**config.mk**
```make
export PLATFORM = sky130hd
export DESIGN_NAME = vcb_mod_counter
export DESIGN_NICKNAME = d
export VERILOG_FILES = /design/src/rtl/vcb_pkg.sv /design/src/rtl/vcb_mod_counter.sv
export SDC_FILE = /design/constraint.sdc
export NUM_CORES = 1
export LEC_CHECK = 0
export CAP_MARGIN = 20
export CORE_AREA = 2 2 39 41
export DETAILED_ROUTE_END_ITERATION = 8
export DIE_AREA = 0 0 41 43
export PLACE_DENSITY = 0.63
export SYNTH_ARGS = -nofsm -noshare
export SYNTH_HDL_FRONTEND = slang
export SYNTH_SLANG_ARGS = --single-unit
```
**constraint.sdc**
```tcl
create_clock -name clk -period 4.75 [get_ports clk]
set_clock_uncertainty 0.2 [all_clocks]
set_input_delay 0.95 -clock clk [delete_from_list [all_inputs] [get_ports clk]]
set_output_delay 0.95 -clock clk [all_outputs]
set_load 0.05 [all_outputs]
```
**src/rtl/vcb_pkg.sv**
```systemverilog
// Shared constants and helpers for the vcb counter family.
package vcb_pkg;

    localparam logic DIR_UP   = 1'b1;
    localparam logic DIR_DOWN = 1'b0;

    // Default geometry used by the board top.
    localparam int unsigned     VCB_DEFAULT_W   = 4;
    localparam longint unsigned VCB_DEFAULT_MOD = 16;

    // Wide enough for W=32 with MOD=2^32.
    function automatic logic [32:0] vcb_clamp(input logic [32:0] value, input logic [32:0] mod_val);
        return (value < mod_val) ? value : (mod_val - 33'd1);
    endfunction

endpackage

```
**src/rtl/vcb_mod_counter.sv**
```systemverilog
// Parametrised modulo-MOD up/down counter with load, sticky overflow and TC/CEO cascade.
// Optional saturating mode: define VCB_MOD_COUNTER_SAT_EN.
module vcb_mod_counter
    import vcb_pkg::*;
#(
    parameter int unsigned     W   = VCB_DEFAULT_W,
    parameter longint unsigned MOD = VCB_DEFAULT_MOD
) (
    input  logic         clk,
    input  logic         rst_n,
    input  logic         ce,
    input  logic         R,
    input  logic         up,
    input  logic         load,
    input  logic [W-1:0] D,
    output logic [W-1:0] Q,
    output logic         TC,
    output logic         CEO,
    output logic         OVF
);

    generate
        if (W == 0 || W > 32 || MOD < 2 || MOD > (64'd1 << W)) begin : g_bad_param
            $error("vcb_mod_counter: illegal W/MOD combination");
        end
    endgenerate

    // Terminal value held one bit wider so MOD = 2^W is representable.
    localparam logic [W:0]   MOD_M1 = (W+1)'(MOD - 64'd1);
    localparam logic [W-1:0] ONE    = {{(W-1){1'b0}}, 1'b1};

    logic [W-1:0] q_reg, q_next;
    logic         ovf_reg, ovf_next;
    logic         at_top, at_bottom;

    assign at_top    = ({1'b0, q_reg} == MOD_M1);
    assign at_bottom = (q_reg == '0);

    always_comb begin
        q_next   = q_reg;
        ovf_next = ovf_reg;
        if (R) begin
            q_next   = '0;
            ovf_next = 1'b0;
        end else if (load) begin
            q_next = W'(vcb_clamp(33'(D), 33'(MOD)));
        end else if (ce) begin
            if (up == DIR_UP) begin
                if (at_top) begin
`ifdef VCB_MOD_COUNTER_SAT_EN
                    q_next = q_reg;
`else
                    q_next = '0;
`endif
                    ovf_next = 1'b1;
                end else begin
                    q_next = q_reg + ONE;
                end
            end else begin
                if (at_bottom) begin
`ifdef VCB_MOD_COUNTER_SAT_EN
                    q_next = q_reg;
`else
                    q_next = MOD_M1[W-1:0];
`endif
                    ovf_next = 1'b1;
                end else begin
                    q_next = q_reg - ONE;
                end
            end
        end
    end

    always_ff @(posedge clk or negedge rst_n) begin
        if (!rst_n) begin
            q_reg   <= '0;
            ovf_reg <= 1'b0;
        end else begin
            q_reg   <= q_next;
            ovf_reg <= ovf_next;
        end
    end

    assign Q   = q_reg;
    assign OVF = ovf_reg;
    assign TC  = (up & at_top) | (~up & at_bottom);
    assign CEO = ce & TC;

endmodule
```
Word-level counts from Yosys, hierarchy flattened
Cells that the tools add are included.
{ "classes": {"n_bitwise": 5, "n_reduce_logical": 5, "add_sub_neg": 2, "muxes": 12, "n_eq_ne": 3} }
{ "ops": {"columns": ["op", "count"], "rows": [
  ["$mux W4", 6],
  ["$mux W1", 6],
  ["$reduce_bool A3 Y1", 2],
  ["$add A4 B1 Y4 const B", 1],
  ["$eq A4 B4 Y1 const B", 1],
  ["$logic_not A4 Y1", 1],
  ["$reduce_and A4 Y1", 1],
  ["$sub A4 B1 Y4 const B", 1],
  ["$and A1 B1 Y1", 3],
  ["$ne A3 B2 Y1 const B", 1],
  ["$ne A2 B2 Y1 const B", 1],
  ["$reduce_bool A2 Y1", 1],
  ["$not A1 Y1", 1],
  ["$or A1 B1 Y1", 1]
]} }
{ "word_totals": {"word_cells": 29, "in_bits": 10, "register_bits": 5, "out_inout_bits": 7} }

Longest topological paths before layout
Gate-level depths: netlist (run 1).
{ "depth": {"ltp_word": 6, "ltp_mapped": 6, "mapped_depth_nobuf": 6} }

Worst setup path after synthesis (run 1)
Ideal clock, no wire load.
{ "synth_path": {"kind": "input-to-output", "startpoint": "input up", "endpoint": "output CEO", "path_buffers": 1, "slack_ps": 1478, "t_arrival_ps": 2122, "required_time_ps": 3600, "path_stages": 4, "cell_sequence": "clkbuf_1 > nor4b_1 > a41o_2 > and2_1"} }
{ "synth_via": {"elab_chain_len": 4, "word_cells_on_any_way": 5, "classes_between": "5 x bitwise"} }
{ "synth_rtl": {"columns": ["element", "line", "rtl"], "rows": [
  ["start: declaration", "vcb_mod_counter.sv:13", "input logic up,"],
  ["$not A1 Y1", "vcb_mod_counter.sv:86", "assign TC = (up & at_top) | (~up & at_bottom);"],
  ["$and A1 B1 Y1", "vcb_mod_counter.sv:86", null],
  ["$or A1 B1 Y1 *", "vcb_mod_counter.sv:86", null],
  ["via TC", "vcb_mod_counter.sv:17", "output logic TC,"],
  ["$and A1 B1 Y1 *", "vcb_mod_counter.sv:87", "assign CEO = ce & TC;"],
  ["end: declaration", "vcb_mod_counter.sv:18", "output logic CEO,"]
]} }
Mark *: on every way through the listed nets, which the timed path passes. The rest lies on a longest branch.

Worst setup path in the final report (run 1)
{ "layout_path": {"startpoint": "input up", "endpoint": "output CEO"} }
{ "layout_via": {"elab_chain_len": 4, "word_cells_on_any_way": 5, "classes_between": "5 x bitwise"} }
{ "layout_rtl": {"columns": ["element", "line"], "rows": [
  ["$not A1 Y1", "vcb_mod_counter.sv:86"],
  ["$and A1 B1 Y1", "vcb_mod_counter.sv:86"],
  ["$or A1 B1 Y1 *", "vcb_mod_counter.sv:86"],
  ["$and A1 B1 Y1 *", "vcb_mod_counter.sv:87"]
]} }
Every way passes the cells marked *; elsewhere a longest branch is shown, timed or not.

==> results of run 1 <==
## worst min path at each step
stage | slack, ps | startpoint | end
after floorplan | 450 | rst_n | OVF
after global placement | 310 | OVF | OVF
final | 300 | OVF | OVF
after global routing | 320 | OVF | OVF
after detailed placement | 290 | OVF | OVF
after CTS | 310 | OVF | OVF
## Yosys cell counts
cell type	number
a211oi_1	1
a21oi_1	4
a221oi_1	1
a221oi_2	1
a311o_1	1
a31oi_1	1
a41o_2	1
and2_1	1
clkbuf_1	1
dfrtp_1	5
ha_1	2
inv_1	5
inv_2	1
mux2i_1	2
nand2_1	4
nor2_1	4
nor4b_1	1
o21ai_0	1
o21bai_1	1
or3_2	1
or4_1	1
xnor2_1	1
xor2_1	2
## flip-flops by register name, summed over array words and instances (netlist names)
register and cells:
OVF 1, Q 4
## through the flow
stage | instances | worst slack, ps
3_5_place_dp | 74 | 738
6_report | 78 | 743
4_1_cts | 78 | 732
3_3_place_gp | 74 | 778
2_1_floorplan | 43 | 1480
5_1_grt | 78 | 649
## critical path: stages
cell and delay, ps:
clkdlybuf4s50_1 530, nor4b_1 300, a41o_2 170, and2_1 120, clkdlybuf4s50_1 790
## report_power, final
part           total [uW]  leakage, uW  switching, uW  internal (uW)
combinational        55.5     0.000174           30.7           24.8
clock                47.9    0.0000177           17.5           30.4
sequential           51.1    0.0000658           5.40           45.7
## logic make-up (layout without fill, tap and decap cells)
logic type	count (synthesis)	after routing	synth area share [%]
AO/OA/AOI/OAI	12	12	24.4
AND/OR/NAND/NOR	12	12	16.1
buffers and inverters	7	26	7.02
flip-flops	5	5	33.4
XOR/XNOR	3	3	7.02
adder cells (fa/ha/maj)	2	2	6.69
multiplexers	2	2	5.35
## routing by layer
layer | up-vias | share of wire, % | global-route usage (%)
li1 | 192 | - | -
met4 | 0 | 0.99 | 8.00
met5 | - | 0 | 0
met1 | 165 | 46 | 16.3
met3 | 2 | 6.1 | 3.14
met2 | 11 | 47 | 14.4
## cell type report
type | count | area, um2 | share of cell area (%)
clock buffer | 3 | 22.5 | 3.90
clock inverter | 1 | 5.00 | 0.866
inverter | 6 | 22.5 | 3.90
multi-input combinational | 31 | 223 | 38.5
sequential | 5 | 125 | 21.6
tap | 16 | 20.0 | 3.46
timing repair buffer | 16 | 160 | 27.7
## cell usage in the layout (no fill, tap or decap), types with 2 or more instances in the layout
cell type	n
clkbuf_4	3
ha_1	2
a21oi_1	4
nor2_1	4
nand2_1	4
inv_1	5
dfrtp_1	5
xor2_1	2
clkdlybuf4s50_1	16
mux2i_1	2
==> flow_summary.rst, run 1 <==
.. list-table::
   :header-rows: 1

   * - Metric
     - Value
   * - Status
     - finished, final reports clean
   * - Finished Core Util
     - 41.8%
   * - Chip Width
     - 41 um
   * - Sink count of the clock tree
     - 5
   * - Resized cells post-CTS
     - 0
   * - Weighted congestion at the end of routability-driven global placement
     - 0.694
   * - Final routed wirelength across all metal layers
     - 808 um
   * - Synth Instances
     - 43
   * - Clock insertion delay at the later pin of the skew report
     - between 200 and 250 ps
   * - Max capacitance violation total
     - 0
   * - Antenna viol nets, final
     - 0
   * - Number of endpoints with negative hold slack in the final report
     - 0
   * - Overall die area
     - 1760 um2
   * - Number of detailed-route iterations in the first pass
     - 2
   * - Unrepaired setup endpoints after global routing
     - false
   * - Average detailed-routed wire length per instance
     - 10.4 um
   * - Vias in the first global route
     - 332
   * - Buffer cell driving the clock tree root
     - clkbuf_4
   * - Beginning of the critical path
     - up
   * - Mean cell area of the mapped netlist
     - 8.70 um2
   * - H-tree lvl count
     - 1
   * - Cell accounting for the most synthesized area
     - dfrtp_1
   * - Total clock buffers created by CTS
     - 3
   * - Worst R2R Start
     - Q[2]
   * - Worst max-slew margin expressed relative to the limit
     - 67.2%
   * - I/O pins
     - 17
   * - Cell count of the worst reg-to-reg path
     - 4
   * - Register clock-pin slew on the reported worst setup and hold paths
     - about 50 ps
   * - Instance count along the most critical hold path
     - 2
   * - Layout area overhead
     - 54.5%
   * - Main area contributors after synthesis
     - dfrtp_1, ha_1, a21oi_1
   * - Hold-fix buffers, CTS
     - 0
   * - DRC
     - 0
   * - Post-route fraction of the period consumed by the critical path
     - between 80% and 90%
   * - Core box area
     - 1380 um2
   * - Endpoint of the most critical register-to-register path
     - Q[3]
   * - CTS tree
     - done
   * - Total of warnings raised by yosys
     - 0
   * - Setup Buffers After CTS
     - 0
   * - Post-detailed-placement cell area
     - 551 um2
   * - Antenna diode count
     - 0
   * - Post-layout min period
     - roughly 4000 ps
   * - Number of max-slew violations in the final report
     - 0
   * - Sequential element share of the synthesized area
     - 33.4%
   * - Post-Syn Nets
     - 55
   * - Antenna violations before repair
     - 0
   * - Worst-path fanout max
     - 6
   * - Crit path DAT
     - 2860 ps
   * - Register-to-register setup slack
     - 2860 ps
   * - Peak ir drop on the vdd network
     - 0.000169 V
   * - Overall global routing resource usage
     - between 10% and 20%
   * - Maximum number of pins on one net before global-route repair
     - 9
   * - Number of vias after detailed routing
     - 370
   * - Post-layout nets
     - 75
   * - Startpoint Class
     - primary input
   * - Count of port buffers added during placement
     - 16
   * - Avg Vias per Cell
     - 4.74
   * - Static Leakage
     - 0.000258 uW
   * - Post-route total power
     - between 150 and 200 uW
   * - Post-DP HPWL
     - 646 um
   * - Worst hold slack
     - 298 ps
   * - Cell area after technology mapping
     - around 370 um2
   * - Cell row count
     - 14
   * - Count of final setup violators
     - 0
   * - Die H
     - 43 um
   * - Achievable clock frequency
     - 250 MHz
   * - Capture point of the critical path
     - CEO
   * - Number of flip-flops and latches in the synthesized netlist
     - 5
   * - Sum of overflow across all layers after global routing
     - 0
   * - Number of library cell types mapped by synthesis
     - 23
   * - Critical Path Sink Type
     - output pin
   * - Power density over cell area
     - 267 nW/um2
   * - Classification of the worst-slack hold path
     - reg2reg
   * - Wire length of the first global-routing pass
     - ~1.3 mm
   * - First-iteration detailed-routing DRC count
     - 7
   * - Proportion of netlist area held by the largest area contributor
     - 33.4%
   * - Worst Path Required
     - 3600 ps
   * - Worst-Margin Slew
     - 491 ps
   * - Largest buffer count on any clock path
     - 2
   * - Area of all placed cells without fillers
     - 578 um2
   * - Initial core utilization
     - a little over a quarter
   * - Crit path kind
     - in2out
   * - Final total negative setup slack
     - 0 ps
   * - Share of post-route cells with drive strength above 1
     - around an eighth
   * - Number of filler cells placed in the layout
     - 144
Power figures use the tool's default switching activity.
==> run 2, diff against run 1 <==
- PLACE_DENSITY: 0.63 -> 0.65
- clock period: 4.75 -> 3.6 ns (I/O delays scaled with it)
==> flow_summary.rst, run 2 (synthesis gave the netlist of run 1 again) <==
.. list-table::
   :header-rows: 1

   * - Metric
     - Value
   * - Antenna diode count
     - 0 (unchanged)
   * - Buffer cell driving the clock tree root
     - clkbuf_4 (unchanged)
   * - Startpoint Class
     - primary input (unchanged)
   * - Post-DP HPWL
     - 724 um (was 646 um)
   * - Proportion of total power due to net switching
     - 34.1% (was 34.7%)
   * - Number of detailed-route iterations in the first pass
     - 3 (was 2)
   * - Post-layout min period
     - 2940 ps
   * - Core box area
     - 1380 um2 (unchanged)
   * - Total clock buffers created by CTS
     - 3 (unchanged)
   * - Clock insertion delay at the later pin of the skew report
     - 240 ps (about the same)
   * - Number of vias after detailed routing
     - 381 (was 370)
   * - I/O pins
     - 17 (unchanged)
   * - Worst R2R Start
     - Q[2] (unchanged)
   * - Hold-fix buffers, CTS
     - 0 (unchanged)
   * - Post-layout nets
     - 75 (unchanged)
   * - Crit path kind
     - in2out (unchanged)
   * - Worst hold path endpoint
     - OVF (unchanged)
   * - CTS tree
     - done (unchanged)
   * - DRC
     - 0 (unchanged)
   * - Layout area overhead
     - 56.2% (was 54.5%)
   * - Antenna violations before repair
     - 0 (unchanged)
   * - Finished Core Util
     - 42.2% (was 41.8%)
   * - Number of max-slew violations in the final report
     - 0 (unchanged)
   * - Endpoint of the most critical register-to-register path
     - Q[3] (unchanged)
   * - Status
     - finished, final reports clean (unchanged)
   * - Highest-count cells in the layout ignoring fill and taps
     - clkdlybuf4s50_1, dfrtp_1, inv_1 (unchanged)
   * - Maximum number of pins on one net before global-route repair
     - 9 (unchanged)
   * - Net switching power figure
     - 70.3 uW (was 53.6 uW)
   * - Sum of overflow across all layers after global routing
     - 0 (unchanged)
   * - Weighted congestion at the end of routability-driven global placement
     - 0.730 (was 0.694)
   * - Critical Path Sink Type
     - output pin (unchanged)
   * - Clock network fraction of design power
     - 30.6% (was 31.0%)
   * - Overall global routing resource usage
     - 13.9% (was 11.5%)
   * - Worst-path fanout max
     - 6 (unchanged)
   * - Resized cells post-CTS
     - 0 (unchanged)
   * - Int Pwr
     - 136 uW (was 101 uW)
   * - Register-to-register setup slack
     - 1700 ps (was 2860 ps)
   * - Largest stage delay, worst path
     - 520 ps (was 790 ps)
   * - Vias in the first global route
     - 408 (was 332)
   * - Post-detailed-placement cell area
     - 558 um2 (was 551 um2)
   * - Cell count after placement
     - 74 (unchanged)
   * - Achievable clock frequency
     - 340 MHz
   * - Area of all placed cells without fillers
     - 584 um2 (was 578 um2)
   * - Number of filler cells placed in the layout
     - 139 (was 144)
   * - Classification of the worst-slack hold path
     - reg2reg (unchanged)
   * - Final routed wirelength across all metal layers
     - 924 um (was 808 um)
   * - Sink count of the clock tree
     - 5 (unchanged)
   * - Cell breakdown of the critical path
     - clkdlybuf4s50_1 > nor4b_1 > a41o_2 > and2_1 > buf_12 (was clkdlybuf4s50_1 > nor4b_1 > a41o_2 > and2_1 > clkdlybuf4s50_1)
   * - Max capacitance violation total
     - 0 (unchanged)
   * - Unrepaired setup endpoints after global routing
     - false (unchanged)
   * - Crit path DAT
     - 2020 ps (was 2860 ps)
   * - Post-route fraction of the period consumed by the critical path
     - between 80% and 90%
   * - Placement-stage worst setup slack
     - 658 ps (was 738 ps)
   * - Final Worst Setup Slack
     - 662 ps (was 743 ps)
   * - Count of buffering cells on the critical path with inverters included
     - 2 (unchanged)
   * - Hold wc startpoint
     - OVF (unchanged)
   * - Number of endpoints with negative hold slack in the final report
     - 0 (unchanged)
   * - Cell row count
     - 14 (unchanged)
   * - Part of the total power dissipated in sequential elements
     - 32.8% (was 33.1%)
   * - Static Leakage
     - 0.000261 uW (was 0.000258 uW)
   * - Overall die area
     - 1760 um2 (unchanged)
   * - Critical-path cell with the highest stage delay
     - clkdlybuf4s50_1 (unchanged)
   * - Cell count of the worst reg-to-reg path
     - 4 (unchanged)
   * - Register clock-pin slew on the reported worst setup and hold paths
     - 40 ps (was 50 ps)
   * - H-tree lvl count
     - 1 (unchanged)
   * - Worst max-slew margin expressed relative to the limit
     - 66.6% (was 67.2%)
   * - Post-route insts no fill
     - 78 (unchanged)
   * - Share of post-route cells with drive strength above 1
     - 14.5% (was 12.9%)
   * - Worst-Margin Slew
     - 499 ps (was 491 ps)
   * - Count of port buffers added during placement
     - 16 (unchanged)
   * - Instance count along the most critical hold path
     - 2 (unchanged)
   * - Wire length of the first global-routing pass
     - 1.63 mm (was 1.35 mm)
   * - Count of final setup violators
     - 0 (unchanged)
   * - Power density over cell area
     - 353 nW/um2 (was 267 nW/um2)
   * - Initial core utilization
     - 27.0% (unchanged)
   * - Average detailed-routed wire length per instance
     - 11.8 um (was 10.4 um)
   * - Chip Width
     - 41 um (unchanged)
   * - Top Family by Delay on Critical Path
     - buffers and inverters (unchanged)
   * - Final total negative setup slack
     - 0 ps (unchanged)
   * - Number of flip-flops in the largest register
     - 4 (unchanged)
   * - Die H
     - 43 um (unchanged)
   * - Largest buffer count on any clock path
     - 2 (unchanged)
   * - Setup Buffers After CTS
     - 0 (unchanged)
   * - Worst Path Required
     - 2680 ps (was 3600 ps)
   * - First-iteration detailed-routing DRC count
     - 1 (was 7)
   * - Avg Vias per Cell
     - 4.88 (was 4.74)
   * - Commonest non-fill, non-tap cell in the layout
     - clkdlybuf4s50_1 (unchanged)
   * - Antenna viol nets, final
     - 0 (unchanged)
   * - Proportion of power drawn by combinational gates
     - 36.6% (was 35.9%)
   * - Peak ir drop on the vdd network
     - 0.000165 V (was 0.000169 V)
run 2: worst register-to-register path, stage by stage, from the launching register on:
cell      delay, ps
dfrtp_1         460
inv_2            60
or4_1           500
a311o_1         380
a221oi_2        210
run 2: layout make-up:
class,count,area [um2],area share (%)
repair buffers,16,168,28.7
well taps,16,20.0,3.43
multi-input cells,31,223,38.1
flip-flops and latches,5,125,21.4
inverters,6,22.5,3.85
clock buffers,4,26.3,4.50
run 2: power groups by stage:
stage | Combinational, uW | Sequential [uW] | Clock (uW)
floorplan | 32.3 | 80.7 | 0
global placement | 75.2 | 68.4 | 0
detailed placement | 75.4 | 68.5 | 0
CTS | 76.1 | 67.7 | 65.3
global route | 81.6 | 68.8 | 71.6
finish | 75.5 | 67.7 | 63.0
run 2: layer usage:
layer / vias up / track usage, % / part of all wire (%)
li1: 192 / - / -
met1: 175 / 15.3 / 43
met2: 12 / 21.9 / 51
met3: 2 / 3.14 / 4.9
met4: 0 / 10.0 / 1.1
met5: - / 0 / 0
run 2: how the worst max path moves through the flow:
stage / start / endpoint / slack, ps / cells past startpoint
after detailed placement: up / CEO / 660 / 5
final: up / CEO / 660 / 5
after global routing: up / CEO / 510 / 5
after global placement: up / CEO / 680 / 5
after CTS: up / CEO / 650 / 5
after floorplan: Q[1] / CEO / 770 / 5
run 2: metrics by stage:
stage	power, uW	hold slack [ps]
after global routing	222	404
after detailed placement	144	299
after global placement	144	308
after CTS	209	363
after floorplan	113	224
final	206	350
